`src/rtl/sub_nbit_serial.sv`:
```
// sub_nbit_serial: nibble-serial subtractor computing A - B - brw over
// DATA_WIDTH bits, one 4-bit carry-lookahead step per clock, with valid/ready
// handshakes on the request and result sides. DATA_WIDTH must be a multiple
// of 4 and at least 4.
module sub_nbit_serial #(
    parameter int DATA_WIDTH = 16
) (
    input  logic                  i_clk,
    input  logic                  i_rst_n,
    input  logic                  i_valid,
    output logic                  o_ready,
    input  logic [DATA_WIDTH-1:0] i_num_a,
    input  logic [DATA_WIDTH-1:0] i_num_b,
    input  logic                  i_brw,
    output logic                  o_valid,
    input  logic                  i_ready,
    output logic [DATA_WIDTH-1:0] o_res,
    output logic                  o_brw,
    output logic                  o_ovf
);

    localparam int N     = DATA_WIDTH / 4;
    localparam int CNT_W = (N > 1) ? $clog2(N) : 1;
    localparam logic [CNT_W-1:0] LAST_CNT = CNT_W'(N - 1);

    localparam logic [1:0] ST_IDLE = 2'd0;
    localparam logic [1:0] ST_CALC = 2'd1;
    localparam logic [1:0] ST_DONE = 2'd2;

    logic [1:0]            state_r;
    logic [DATA_WIDTH-1:0] a_r;
    logic [DATA_WIDTH-1:0] b_r;
    logic [DATA_WIDTH-1:0] acc_r;
    logic                  carry_r;
    logic [CNT_W-1:0]      cnt_r;

    logic [3:0]            a_nib_s;
    logic [3:0]            b_nib_s;
    logic [4:0]            sum_s;
    logic [DATA_WIDTH-1:0] acc_next_s;
    logic                  ovf_s;

    // 4-bit carry-lookahead add returning {carry_out, sum}.
    function automatic logic [4:0] cla_nibble(
        input logic [3:0] x,
        input logic [3:0] y,
        input logic       cin
    );
        logic [3:0] g;
        logic [3:0] p;
        logic [4:0] c;
        g    = x & y;
        p    = x ^ y;
        c[0] = cin;
        c[1] = g[0] | (p[0] & c[0]);
        c[2] = g[1] | (p[1] & g[0]) | (p[1] & p[0] & c[0]);
        c[3] = g[2] | (p[2] & g[1]) | (p[2] & p[1] & g[0])
             | (p[2] & p[1] & p[0] & c[0]);
        c[4] = g[3] | (p[3] & g[2]) | (p[3] & p[2] & g[1])
             | (p[3] & p[2] & p[1] & g[0]) | (p[3] & p[2] & p[1] & p[0] & c[0]);
        return {c[4], p ^ c[3:0]};
    endfunction

    // o_ready depends only on the state register, never on i_valid/i_ready.
    assign o_ready = (state_r == ST_IDLE);

    // Select the current nibble, add it, and merge the sum into the accumulator.
    always_comb begin
        a_nib_s    = 4'h0;
        b_nib_s    = 4'h0;
        acc_next_s = acc_r;
        for (int i = 0; i < N; i++) begin
            a_nib_s = a_nib_s | (a_r[4*i +: 4] & {4{cnt_r == CNT_W'(i)}});
            b_nib_s = b_nib_s | (b_r[4*i +: 4] & {4{cnt_r == CNT_W'(i)}});
        end
        // Subtraction as a + ~b + carry; the carry chain was seeded with ~brw.
        sum_s = cla_nibble(a_nib_s, ~b_nib_s, carry_r);
        for (int i = 0; i < N; i++) begin
            acc_next_s[4*i +: 4] = (cnt_r == CNT_W'(i)) ? sum_s[3:0] : acc_r[4*i +: 4];
        end
        // Signed overflow: operands differ in sign and the result sign leaves A's.
        ovf_s = (a_r[DATA_WIDTH-1] ^ b_r[DATA_WIDTH-1])
              & (acc_next_s[DATA_WIDTH-1] ^ a_r[DATA_WIDTH-1]);
    end

    // Control FSM, operand latches, nibble datapath state and registered outputs.
    always_ff @(posedge i_clk) begin
        if (!i_rst_n) begin
            state_r <= ST_IDLE;
            a_r     <= '0;
            b_r     <= '0;
            acc_r   <= '0;
            carry_r <= 1'b0;
            cnt_r   <= '0;
            o_valid <= 1'b0;
            o_res   <= '0;
            o_brw   <= 1'b0;
            o_ovf   <= 1'b0;
        end else begin
            case (state_r)
                ST_IDLE: begin
                    if (i_valid) begin
                        a_r     <= i_num_a;
                        b_r     <= i_num_b;
                        carry_r <= ~i_brw;
                        cnt_r   <= '0;
                        state_r <= ST_CALC;
                    end else begin
                        state_r <= ST_IDLE;
                    end
                end
                ST_CALC: begin
                    acc_r   <= acc_next_s;
                    carry_r <= sum_s[4];
                    if (cnt_r == LAST_CNT) begin
                        // Counter holds at N-1; it is cleared on the next accept.
                        o_res   <= acc_next_s;
                        o_brw   <= ~sum_s[4];
                        o_ovf   <= ovf_s;
                        o_valid <= 1'b1;
                        state_r <= ST_DONE;
                    end else begin
                        cnt_r   <= cnt_r + {{(CNT_W-1){1'b0}}, 1'b1};
                    end
                end
                ST_DONE: begin
                    if (i_ready) begin
                        o_valid <= 1'b0;
                        state_r <= ST_IDLE;
                    end else begin
                        state_r <= ST_DONE;
                    end
                end
                default: begin
                    o_valid <= 1'b0;
                    state_r <= ST_IDLE;
                end
            endcase
        end
    end

endmodule

```
`config.mk`:
```
export PLATFORM = sky130hd
export DESIGN_NAME = sub_nbit_serial
export DESIGN_NICKNAME = d
export VERILOG_FILES = /design/src/rtl/sub_nbit_serial.sv
export SDC_FILE = /design/constraint.sdc
export NUM_CORES = 1
export LEC_CHECK = 0
export BUFFER_PORTS_ARGS = -buffer_cell sky130_fd_sc_hd__buf_4
export CAP_MARGIN = 10
export CORE_UTILIZATION = 55
export CTS_BUF_LIST = sky130_fd_sc_hd__clkbuf_16
export CTS_CLUSTER_DIAMETER = 50
export CTS_CLUSTER_SIZE = 24
export DETAILED_ROUTE_END_ITERATION = 7
export MAX_ROUTING_LAYER = met4
export PLACE_DENSITY = 0.79
export REMOVE_ABC_BUFFERS = 1
export SYNTH_ARGS = -nofsm -noshare
export SYNTH_HDL_FRONTEND = slang
export SYNTH_SLANG_ARGS = --single-unit
```
`constraint.sdc`:
```
create_clock -name i_clk -period 3.4 [get_ports i_clk]
set_input_delay 0.51 -clock i_clk [delete_from_list [all_inputs] [get_ports i_clk]]
set_output_delay 0.51 -clock i_clk [all_outputs]
set_load 0.01 [all_outputs]
```
### After elaboration in Yosys (flattened, before gate mapping)

Cells that the tools add are included.
W data, S select, Z words.

| cells by class | value |
|---|---|
| add/sub/neg operators | 1 |
| $mul | 0 |
| divide/modulo/power cells | 0 |
| $lt $le $gt $ge | 0 |
| equal/unequal tests | 9 |
| shift operators | 0 |
| mux-type cells | 16 |
| bitwise gates (word level) | 50 |
| reduce and logical (&&, ||, !) cells | 8 |

Operators by type and width:

| cell | count |
|---|---|
| $and A4 B4 Y4 | 9 |
| $or A4 B4 Y4 | 6 |
| $and A1 B1 Y1 | 17 |
| $mux W4 | 4 |
| $or A1 B1 Y1 | 10 |
| $mux W2 | 4 |
| $ne A2 B2 Y1 const B | 4 |
| $xor A4 B4 Y4 | 2 |
| $eq A2 B2 Y1 const B | 3 |
| $pmux W2 S3 | 1 |
| $reduce_and A2 Y1 | 3 |
| $reduce_and A3 Y1 | 2 |
| $eq A2 B1 Y1 const B | 2 |
| $logic_not A2 Y1 | 2 |
| $mux W1 | 4 |
| $not A4 Y4 | 1 |
| $pmux W2 S2 | 1 |
| $not A1 Y1 | 3 |
| $pmux W1 S3 | 1 |
| $add A2 B1 Y2 const B | 1 |
| $pmux W1 S2 | 1 |
| $reduce_bool A2 Y1 | 1 |
| $xor A1 B1 Y1 | 2 |

| storage, ports and cells | value |
|---|---|
| flip-flop bits (word level) | 72 |
| bits in latches | 0 |
| bits in writable memories | 0 |
| ROM bits | 0 |
| input port bits | 37 |
| output and inout port bits | 20 |
| word-level logic and storage cells | 94 |
| memories kept | 0 |

### Depth between registers and ports, before layout

Gate-level depths: netlist (run 1).

| depth | value |
|---|---|
| depth after elaboration | 15 |
| mapped depth | 12 |
| gate-level depth less buffers | 10 |

### Worst setup path after synthesis (run 1)

Ideal clock, no wire load.

| path | value |
|---|---|
| path type | register to register |
| start | register cnt_r[0] |
| end | register o_ovf |
| setup time | 0.074 ns |
| arrival | 2.616 ns |
| data required time | 3.326 ns |
| path slack | 0.710 ns |
| stages on the path, launching flop included | 13 |
| path buffers | 2 |
| clock period less this slack | 2.690 ns |
| cell sequence | dfxtp_1 inv_1 ha_1 clkbuf_1 clkbuf_1 a22oi_1 nand2_1 ha_1 a41oi_2 o21ai_2 xor2_2 or3b_1 a31oi_1 |

| between the ends | value |
|---|---|
| longest elaborated chain between the ends | 15 |
| elaborated cells on any way between the ends | 34 |
| those cells by class | 3 x eq/ne; 1 x mux; 28 x bitwise; 2 x reduce/logical |

RTL lines:

| item | line | source |
|---|---|---|
| from (decl) | 35 | `logic [CNT_W-1:0] cnt_r;` |
| from (signal assigned) | 123 | `cnt_r <= cnt_r + {{(CNT_W-1){1'b0}}, 1'b1};` |
| $eq A2 B1 Y1 or $logic_not A2 Y1 (tied branches) | 73, 74 |  |
| $and A4 B4 Y4 | 74 | `b_nib_s = b_nib_s \| (b_r[4*i +: 4] & {4{cnt_r == CNT_W'(i)}});` |
| $or A4 B4 Y4 (3 in a row) | 74 |  |
| $not A4 Y4 | 77 | `sum_s = cla_nibble(a_nib_s, ~b_nib_s, carry_r);` |
| $xor A4 B4 Y4 or $and A4 B4 Y4 (tied branches) | 53, 52 |  |
| $and A1 B1 Y1, on equally long branches | 57, 58 |  |
| $or A1 B1 Y1 (tied with other cells) | 57 | `c[3] = g[2] \| (p[2] & g[1]) \| (p[2] & p[1] & g[0])` |
| $or A1 B1 Y1 or $and A1 B1 Y1 (tied branches) | 57, 58 |  |
| $or A1 B1 Y1 | 58 | `\| (p[2] & p[1] & p[0] & c[0]);` |
| $xor A4 B4 Y4 | 61 | `return {c[4], p ^ c[3:0]};` |
| $mux W4 | 79 | `acc_next_s[4*i +: 4] = (cnt_r == CNT_W'(i)) ? sum_s[3:0] : acc_r[4*i +: 4];` |
| $xor A1 B1 Y1 | 83 | `& (acc_next_s[DATA_WIDTH-1] ^ a_r[DATA_WIDTH-1]);` |
| $and A1 B1 Y1 | 83 |  |
| to (signal assigned) | 119 | `o_ovf <= ovf_s;` |
| to (decl) | 19 | `output logic o_ovf` |

Several ways; a longest one is shown, not always the timed one.
A chain may end at the register's enable or synchronous reset.

### Final worst setup path (run 1)

Ends and elaborated chain as after synthesis.

==> results of run 1 <==
==> power by group <==
| part | switching, mW | internal (mW) |
|---|---|---|
| combinational | 0.158 | 0.119 |
| clock | 0.311 | 0.474 |
| sequential | 0.0219 | 0.834 |
| total | 0.491 | 1.43 |
==> logic make-up after synthesis <==
kind of cell | Yosys count | synth area share [%]
xor gates and xnor gates | 3 | 1.11
and+or+nand+nor | 136 | 18.6
adders and majority gates | 9 | 3.96
AOI/OAI and AO/OA | 100 | 23.8
muxes | 9 | 2.97
buffers and inverters | 34 | 4.66
DFF | 68 | 44.8
==> state kept, by name, summed over array words and instances (netlist names) <==
name     count
state_r      2
o_valid      1
carry_r      1
b_r         16
o_brw        1
o_ovf        1
cnt_r        2
o_res       16
a_r         16
acc_r       12
==> critical path, cell delays in order, from the launching register on <==
cell      delay (ns)
dfxtp_1         0.40
inv_1           0.08
ha_1            0.36
a22o_1          0.30
a221oi_1        0.27
ha_1            0.34
a41oi_2         0.19
o21ai_2         0.10
xor2_2          0.21
or3b_1          0.37
a31oi_1         0.18
==> through the flow <==
stage	area (um^2)	hold slack (ns)	cells
after CTS	3740	0.433	480
after floorplan	2920	0.443	332
final	3740	0.440	480
after global placement	3490	0.450	466
after global routing	3740	0.454	480
after detailed placement	3490	0.458	466
==> final cells by class <==
cell class	instances	area, um^2
Sequential cell	68	1360
Tap cell	70	87.6
Inverter	7	26.3
Clock inverter	5	22.5
Clock buffer	9	225
Timing Repair Buffer	64	480
Multi-Input combinational cell	257	1530
Fill cell	417	1470
==> metal layers <==
metal  part of all wire [%]  vias up
met4                    1.9        0
met5                      0        -
met2                     47       69
met3                    4.0       15
met1                     48     1139
li1                       -     1310
==> synthesized netlist by cell type, types with 4 or more instances <==
library cell	instances	area, um^2
a21boi_0	48	360
a21oi_1	11	55.1
a22oi_1	11	82.6
and2_1	7	43.8
buf_2	8	40.0
clkbuf_1	16	60.1
dfxtp_1	68	1360
ha_1	8	100
inv_1	7	26.3
mux2i_1	9	90.1
nand2_1	104	390
nand3_1	9	45.0
nor2_1	7	26.3
nor2b_1	4	25.0
o21ai_0	10	50.1
==> how the worst max path moves through the flow <==
stage                    endpoint  slack, ns  depth (start not counted)
2_1_floorplan  o_ovf$_SDFFE_PN0P_       0.73                         10
3_3_place_gp   o_ovf$_SDFFE_PN0P_       0.65                         10
3_5_place_dp   o_ovf$_SDFFE_PN0P_       0.53                         10
4_1_cts        o_ovf$_SDFFE_PN0P_       0.45                         10
5_1_grt        o_ovf$_SDFFE_PN0P_       0.28                         10
6_report       o_ovf$_SDFFE_PN0P_       0.49                         10
==> results.md, run 1 <==
- Status: completed
- Hold EP: a_r[13]$_SDFFE_PN0P_
- WP data arrival: 3.16 ns
- Syn_area_per_cell: 8.46 um^2
- Core Region: roughly 5200 um^2
- Hold Crit Start: i_num_a[13]
- Port Buffers: 56
- H-Tree Level Count: 3
- Leakage power: 1.55 nW
- Root buffer cell: clkbuf_16
- Grt ovf: 0
- Setup WS pre-CTS: 0.526 ns
- Top FF cell, synth: dfxtp_1
- Drt wl/cell: 13.3 um
- Vias: 2,533
- Detail-routed via count per cell: 5.28
- Register area share after synthesis: around 45%
- CP max FO: 11
- Worst slew pin tran: 1.05 ns
- Die area: 5820 um^2
- Vias in the first global route: roughly 2,400
- Hold Buf Count CTS: 0
- Number of synthesized register bits: 68
- Die width: 76.3 um
- Area Growth Syn to Fin: 23.1%
- I/O Pins: between 50 and 60
- R2R cell count: 10
- Hold crit path type: in -> reg
- Drt drc: 0
- GR peak layer: met2
- Global Route met2 Usage: about two fifths
- Worst R2R End: o_ovf$_SDFFE_PN0P_
- VDD IR-drop max: 0.299 mV
- Global-route wire length before repair: around 11 mm
- Largest net degree at the start of global routing: 69
- Layout Skew: 0.00535 ns
- FMAX: roughly 0.34 GHz
- Gp weighted congestion: 0.792
- Max Root-Sink Buffers: 2
- R2R Path Start: cnt_r[0]$_SDFFE_PN0P_
- Hold depth: 3
- Crit path from: cnt_r[0]$_SDFFE_PN0P_
- Detail Route Antenna Nets: 0
- Chip height: between 70 and 80 um
- CTS tree: done
- WP data required: 3.65 ns
- Post-DP HPWL: 4.20 mm
- Cell variety after synth: 36
- WS Path Type: reg -> reg
- Proportion of layout cells with a drive suffix above 1: 19.3%
- Rows: 26
- Total power draw: 1.92 mW
- Met3 Use GR: 5.15%
- Tot GR Track Use: 24.9%
- Met1 GRT Util: approximately 31%
- Sink Count: 68
- Slew Viols, Final: 0
- Mapped Cells: 359
- Final wirelength: approximately 6.4 mm
- RSZ-0062 raised after global routing: no
- Post_cts resized: 0
- CTS Buf Count: 9
- Pwr dens: a little over 500 nW/um^2
- MaxCap Viol Count: 0
- N_diodes: 0
- Final hold viol count: 0
- Skew-Pair Late Insertion Delay: roughly 0.33 ns
- Total setup buffers inserted after CTS: 0
- Commonest non-fill, non-tap cell in the layout: nand2_1
- Relative slew slack: 29.7%
- Drt initial violations: 161
- Initial Util: 58.3%
- Nature of the critical path endpoint: flop
- Crit share post-route: between 80 and 90%
- Final core utilization: 71.8%
- EDFF count, synth: 0
- Cell area after synthesis: 3040 um^2
- Most frequent cells in the layout: nand2_1 (104), dfxtp_1 (68), buf_4 (64), a21boi_0 (48)
- R2r setup slk: 0.49 ns
- Final Setup Violations: 0
- TNS Setup: 0 ns
- Final net count: 453
- Crit path launch type: flop
- Reg clk slew, reported paths: around 0.050 ns
- Ys Warns: 0
- Synth async-reset ratio: 0%
- Initial antenna violation count: 0
- Drt pass-1 iters: 4
- Final setup margin: 0.491 ns
- Period minus WS final: 2.91 ns
Note: power is estimated with default switching activity, not from simulation.
==> run 2: changes to the inputs <==
--- a/config.mk
+++ b/config.mk
@@ -5,6 +5,7 @@
 export SDC_FILE = /design/constraint.sdc
 export NUM_CORES = 1
 export LEC_CHECK = 0
+export ABC_AREA = 1
 export BUFFER_PORTS_ARGS = -buffer_cell sky130_fd_sc_hd__buf_4
 export CAP_MARGIN = 10
 export CORE_UTILIZATION = 55
==> run 2 against run 1 <==
Effect of this change: final area is 0.40% lower; via count up 8.1%; register-to-register slack gained 0.13 ns; power rose by 5.3%; sequential share of layout area rose by 0.68 points; wire length up 5.3%; largest power group unchanged.
==> results.md, run 2 <==
- Status: completed
- Post-DP HPWL: ~4.5 mm
- Hold Crit Start: i_num_a[1]
- Detail Route Antenna Nets: 0
- Most common cell in the netlist: dfxtp_1
- Total power draw: 2.02 mW
- Max Root-Sink Buffers: 2
- Chip height: 77.0 um
- Drt drc: 0
- TNS Setup: 0 ns
- Ys Warns: 0
- VDD IR-drop max: ~0.32 mV
- WP data arrival: 3.00 ns
- Area Growth Syn to Fin: 20.3%
- CTS tree: done
- Final wirelength: around 6.7 mm
- Cell variety after synth: 37
- Top post-synthesis cells by area: dfxtp_1 (45%), o21ai_0 (10%), nor2_1 (7.6%)
- Skew-Pair Late Insertion Delay: 0.33 ns
- Final Setup Violations: 0
- Initial antenna violation count: 0
- WP data required: 3.62 ns
- Worst Hold Slack: 0.430 ns
- Global-route wire length before repair: 11.5 mm
- Vias in the first global route: 2,579
- I/O Pins: 57
- Total setup buffers inserted after CTS: 0
- Final core utilization: 70.6%
- Cell area after synthesis: 3090 um^2
- Leakage power: 1.77 nW
- Port Buffers: 56
- Hold depth: 3
- Drt wl/cell: roughly 13 um
- H-Tree Level Count: 3
- RSZ-0062 raised after global routing: no
- Nature of the critical path endpoint: flop
- Hold Buf Count CTS: 0
- Largest net degree at the start of global routing: 55
- Rows: 26
- Final hold viol count: 0
- Die area: 5930 um^2
- Top FF cell, synth: dfxtp_1
- Hold crit path type: in -> reg
- MaxCap Viol Count: 0
- Reg clk slew, reported paths: 0.05 ns
- Number of synthesized register bits: 69
- R2r setup slk: 0.62 ns
- CTS Buf Count: 9
- Hold EP: a_r[1]$_SDFFE_PN0P_
- Period minus WS final: roughly 2.8 ns
- Vias: 2,737
- Gp weighted congestion: 0.840
- R2R Path Start: cnt_r[0]$_SDFFE_PN0P_
- Detail-routed via count per cell: 5.24
- Synth area leader: dfxtp_1
- Worst slew pin tran: 0.612 ns
- Proportion of layout cells with a drive suffix above 1: 19.2%
- Layout Skew: between 0.007 and 0.008 ns
- Post_cts resized: 0
- Drt initial violations: 155
- Crit path launch type: flop
- CP max FO: 15
- Initial Util: 58.7%
- Final net count: 495
- Commonest cells in the netlist: dfxtp_1 (69), o21ai_0 (64), nor2_1 (63), inv_1 (48), nand2_1 (29)
- Register area share after synthesis: 44.6%
- Tot GR Track Use: 25.3%
- Syn_area_per_cell: ~7.6 um^2
- EDFF count, synth: 0
- WS Path Type: reg -> reg
- Commonest non-fill, non-tap cell in the layout: dfxtp_1
- Synth async-reset ratio: 0%
- Root buffer cell: clkbuf_16
- R2R cell count: 12
- Core Region: 5270 um^2
- Fill cell count: 452
- Drt pass-1 iters: 4
- Largest regs: a_r (16), b_r (16), o_res (16)
- Crit share post-route: 81.8%
- Most frequent cells in the layout: dfxtp_1 (69), o21ai_0 (64), nor2_1 (63), buf_4 (57), inv_1 (50)
- Mapped Cells: ~400
- Grt ovf: 0
- Sink Count: 69
- Slew Viols, Final: 0
- Pwr dens: 543 nW/um^2
- Relative slew slack: around three fifths
- FMAX: around 0.36 GHz
- Worst R2R End: acc_r[7]$_SDFFE_PN0P_
- Die width: approximately 77 um
- Yosys top cell area share: ~45%
- N_diodes: 0
-- run 2: per-layer routing --
layer / wire length, um / track usage (%) / vias up / part of all wire (%)
met5: 0 / - / - / 0
met4: 139 / 12.5 / 0 / 2.1
met3: 287 / 4.40 / 11 / 4.3
met2: 3310 / 42.7 / 57 / 49
met1: 2990 / 28.8 / 1262 / 44
li1: - / - / 1407 / -
-- run 2: kinds of logic (layout without fill, tap and decap cells) --
| family | count (synthesis) | after routing | synth area share (%) |
|---|---|---|---|
| compound gates | 125 | 125 | 22.4 |
| simple gates | 123 | 123 | 17.6 |
| buf+inv | 77 | 124 | 10.9 |
| flops | 69 | 69 | 44.6 |
| fa+ha+maj | 9 | 9 | 3.88 |
| xor+xnor | 2 | 2 | 0.566 |
-- run 2: metrics by stage --
stage	setup slack [ns]	instance area, um^2	instances
4_1_cts	0.642	3720	522
2_1_floorplan	1.00	2960	381
3_5_place_dp	0.666	3470	508
6_report	0.620	3720	522
3_3_place_gp	0.769	3470	508
5_1_grt	0.371	3720	522
-- run 2: how the worst max path moves through the flow --
stage / startpoint / to / slack (ns) / cells past startpoint
final: cnt_r[0]$_SDFFE_PN0P_ / acc_r[7]$_SDFFE_PN0P_ / 0.62 / 12
after global placement: cnt_r[0]$_SDFFE_PN0P_ / acc_r[3]$_SDFFE_PN0P_ / 0.77 / 12
after floorplan: cnt_r[0]$_SDFFE_PN0P_ / acc_r[11]$_SDFFE_PN0P_ / 1.00 / 12
after global routing: cnt_r[0]$_SDFFE_PN0P_ / acc_r[7]$_SDFFE_PN0P_ / 0.37 / 12
after CTS: cnt_r[0]$_SDFFE_PN0P_ / acc_r[7]$_SDFFE_PN0P_ / 0.64 / 12
after detailed placement: cnt_r[0]$_SDFFE_PN0P_ / acc_r[7]$_SDFFE_PN0P_ / 0.67 / 12
-- run 2: critical path: stages, from the launching register on --
cell      delay (ns)
dfxtp_1         0.37
inv_1           0.10
ha_1            0.40
a22o_1          0.32
a221oi_1        0.22
ha_1            0.32
or2_1           0.25
nand2_2         0.09
nand3_1         0.13
nand3_1         0.12
o21ai_1         0.09
o21ai_0         0.20
inv_1           0.05
-- run 2: report_power, final --
group | leakage [nW] | switching (mW) | internal [mW] | total [mW]
sequential | 0.567 | 0.0250 | 0.861 | 0.886
combinational | 1.07 | 0.210 | 0.127 | 0.337
clock | 0.133 | 0.322 | 0.475 | 0.796
-- run 2: layout make-up --
cell class | instances | area, um^2 | share of cell area, %
Clock buffer | 9 | 225 | 6.05
Multi-Input combinational cell | 259 | 1380 | 37.0
Sequential cell | 69 | 1380 | 37.1
Tap cell | 70 | 87.6 | 2.35
Inverter | 53 | 201 | 5.41
Timing Repair Buffer | 57 | 428 | 11.5
Clock inverter | 5 | 22.5 | 0.605
==> run 3: changes to the inputs <==
--- a/config.mk
+++ b/config.mk
@@ -8,13 +8,13 @@
 export ABC_AREA = 1
 export BUFFER_PORTS_ARGS = -buffer_cell sky130_fd_sc_hd__buf_4
 export CAP_MARGIN = 10
-export CORE_UTILIZATION = 55
+export CORE_UTILIZATION = 50
 export CTS_BUF_LIST = sky130_fd_sc_hd__clkbuf_16
 export CTS_CLUSTER_DIAMETER = 50
 export CTS_CLUSTER_SIZE = 24
 export DETAILED_ROUTE_END_ITERATION = 7
 export MAX_ROUTING_LAYER = met4
-export PLACE_DENSITY = 0.79
+export PLACE_DENSITY = 0.76
 export REMOVE_ABC_BUFFERS = 1
 export SYNTH_ARGS = -nofsm -noshare
 export SYNTH_HDL_FRONTEND = slang
==> constraint.sdc (replaced) <==
create_clock -name i_clk -period 2.41 [get_ports i_clk]
set_input_delay 0.3615 -clock i_clk [delete_from_list [all_inputs] [get_ports i_clk]]
set_output_delay 0.3615 -clock i_clk [all_outputs]
set_load 0.01 [all_outputs]
==> run 3 against run 2 <==
Effect of this change: count of clock-buffer cells in the layout stayed put; utilization is 3.8 points lower; fmax is 19% higher; hold slack worse by 0.15 ns; critical endpoint is now o_res[8]$_SDFFE_PN0P_; critical path depth is 1 higher; clock skew is 0.0016 ns lower; wire length is 0.36% higher; critical path type unchanged; clock power is 86% higher; die area is 9.7% higher; non-clock buffer count is 12 higher; final area is 7.0% higher; sequential power is 41% higher; largest power group is now the clock network.
==> results.md, run 3 (same netlist as run 2, synthesis figures left out) <==
- Drt initial violations: 120
- WP data arrival: 2.54 ns
- Crit share post-route: 96.8%
- I/O Pins: 57
- Core Region: 5960 um^2
- Largest net degree at the start of global routing: 53
- Final net count: 507
- CP max FO: 4
- FMAX: 0.429 GHz
- Final wirelength: approximately 6.7 mm
- R2R Path Start: cnt_r[0]$_SDFFE_PN0P_
- Gp weighted congestion: 0.820
- Commonest non-fill, non-tap cell in the layout: buf_4
- Largest regs: a_r (16), b_r (16), o_res (16)
- WP data required: 2.61 ns
- Chip height: ~80 um
- Most frequent cells in the layout: buf_4 (69), dfxtp_1 (67), nor2_1 (62), o21ai_0 (56), inv_1 (46)
- Period minus WS final: 2.33 ns
- Detail Route Antenna Nets: 0
- Nature of the critical path endpoint: flop
- Vias: 2,747
- Grt ovf: 0
- N_diodes: 0
- Hold crit path type: in -> reg
- Die width: 80.7 um
- Reg clk slew, reported paths: 0.06 ns
- Crit path launch type: flop
- Vias in the first global route: 2,530
- Pwr dens: 824 nW/um^2
- Hold Buf Count CTS: 0
- Relative slew slack: 66.8%
- Drt drc: 0
- Final Setup Violations: 0
- WS Path Type: reg -> reg
- Initial Util: 52.0%
- Status: completed
- End of the critical path: o_res[8]$_SDFFE_PN0P_
- Slew Viols, Final: 0
- Sink Count: ~70
- R2r setup slk: 0.08 ns
- CTS tree: done
- Skew-Pair Late Insertion Delay: 0.33 ns
- Leakage power: 1.87 nW
- Detail-routed via count per cell: a little over 5
- Global-route wire length before repair: approximately 11 mm
- Post-DP HPWL: 4.54 mm
- H-Tree Level Count: 3
- R2R cell count: 13
- Tot GR Track Use: 23.1%
- Initial antenna violation count: 0
- Worst Hold Slack: 0.281 ns
- VDD IR-drop max: 0.403 mV
- Worst slew pin tran: 0.497 ns
- Crit path from: cnt_r[0]$_SDFFE_PN0P_
- Layout Skew: 0.00574 ns
- Rows: 28
- Port Buffers: 56
- Placed cell area: 3560 um^2
- Proportion of layout cells with a drive suffix above 1: approximately 25%
- Area Growth Syn to Fin: 28.7%
- Max Root-Sink Buffers: 2
- Final hold viol count: 0
- Final instance area: 3980 um^2
- Die area: around 6500 um^2
- Drt pass-1 iters: 4
- MaxCap Viol Count: 0
- CTS Buf Count: 9
- Root buffer cell: clkbuf_16
- Drt wl/cell: roughly 12 um
- Worst R2R End: o_res[8]$_SDFFE_PN0P_
run 3: changes by cell type in the layout (fill, tap and decap cells not counted), sizes merged:
cell    previous run  this run
inv               54        52
buf               57        69
bufinv             0         3
clkinv             4         5
run 3: worst min path at each step:
stage,end,depth (start not counted),startpoint,slack (ns)
6_report,b_r[13]$_SDFFE_PN0P_,3,i_num_b[13],0.28
5_1_grt,a_r[5]$_SDFFE_PN0P_,3,i_num_a[5],0.29
2_1_floorplan,b_r[12]$_SDFFE_PN0P_,2,b_r[12]$_SDFFE_PN0P_,0.42
3_5_place_dp,o_res[13]$_SDFFE_PN0P_,2,o_res[13]$_SDFFE_PN0P_,0.44
4_1_cts,b_r[13]$_SDFFE_PN0P_,3,i_num_b[13],0.28
3_3_place_gp,o_res[13]$_SDFFE_PN0P_,2,o_res[13]$_SDFFE_PN0P_,0.43
run 3: cell type report:
cell class              instances  area, um^2
inverters                      53         201
multi-input cells             259        1440
clock inverters                 7         114
flip-flops and latches         69        1390
repair buffers                 69         518
well taps                      75        93.8
fillers                       524        1970
clock buffers                   9         225
run 3: metrics by stage:
step	worst slack (ns)	util (%)	power [mW]	TNS (ns)	instances
finish	0.0783	66.8	3.28	0	541
detailed placement	-0.117	59.8	1.78	-0.786	524
global placement	-0.0505	59.8	1.76	-0.244	524
CTS	0.0237	66.0	3.26	0	540
floorplan	0.0124	-	1.59	0	381
global route	-0.0616	66.8	3.42	-0.324	541
run 3: per-layer routing:
metal  part of all wire, %  up-vias  wire, um  GRT usage, %
met5                     0        -         0             -
met4                   2.2        0       146          11.8
met3                   3.0       12       203          3.41
met2                    48       50      3240          39.5
met1                    47     1249      3160          26.1
li1                      -     1436         -             -
run 3: what timing repair did:
action | CTS | global route
pin swaps | 2 | 10
endpoints found under the setup margin | 14 | 26
setup buffers | 0 | 1
resized for setup | 9 | 18
run 3: critical path, cell delays in order (launching register included):
cell	delay, ns
dfxtp_4	0.36
inv_2	0.10
ha_4	0.16
buf_4	0.12
inv_1	0.05
o22ai_1	0.19
nor2_2	0.07
buf_4	0.13
fa_2	0.58
nand2_1	0.06
o21ai_0	0.12
nor2_2	0.07
a21oi_1	0.14
nor2_1	0.06
run 3: power by group:
part	total (mW)	internal [mW]	leakage (nW)	switching, mW
combinational	0.547	0.225	1.14	0.322
sequential	1.25	1.21	0.568	0.0367
clock	1.48	1.01	0.169	0.476
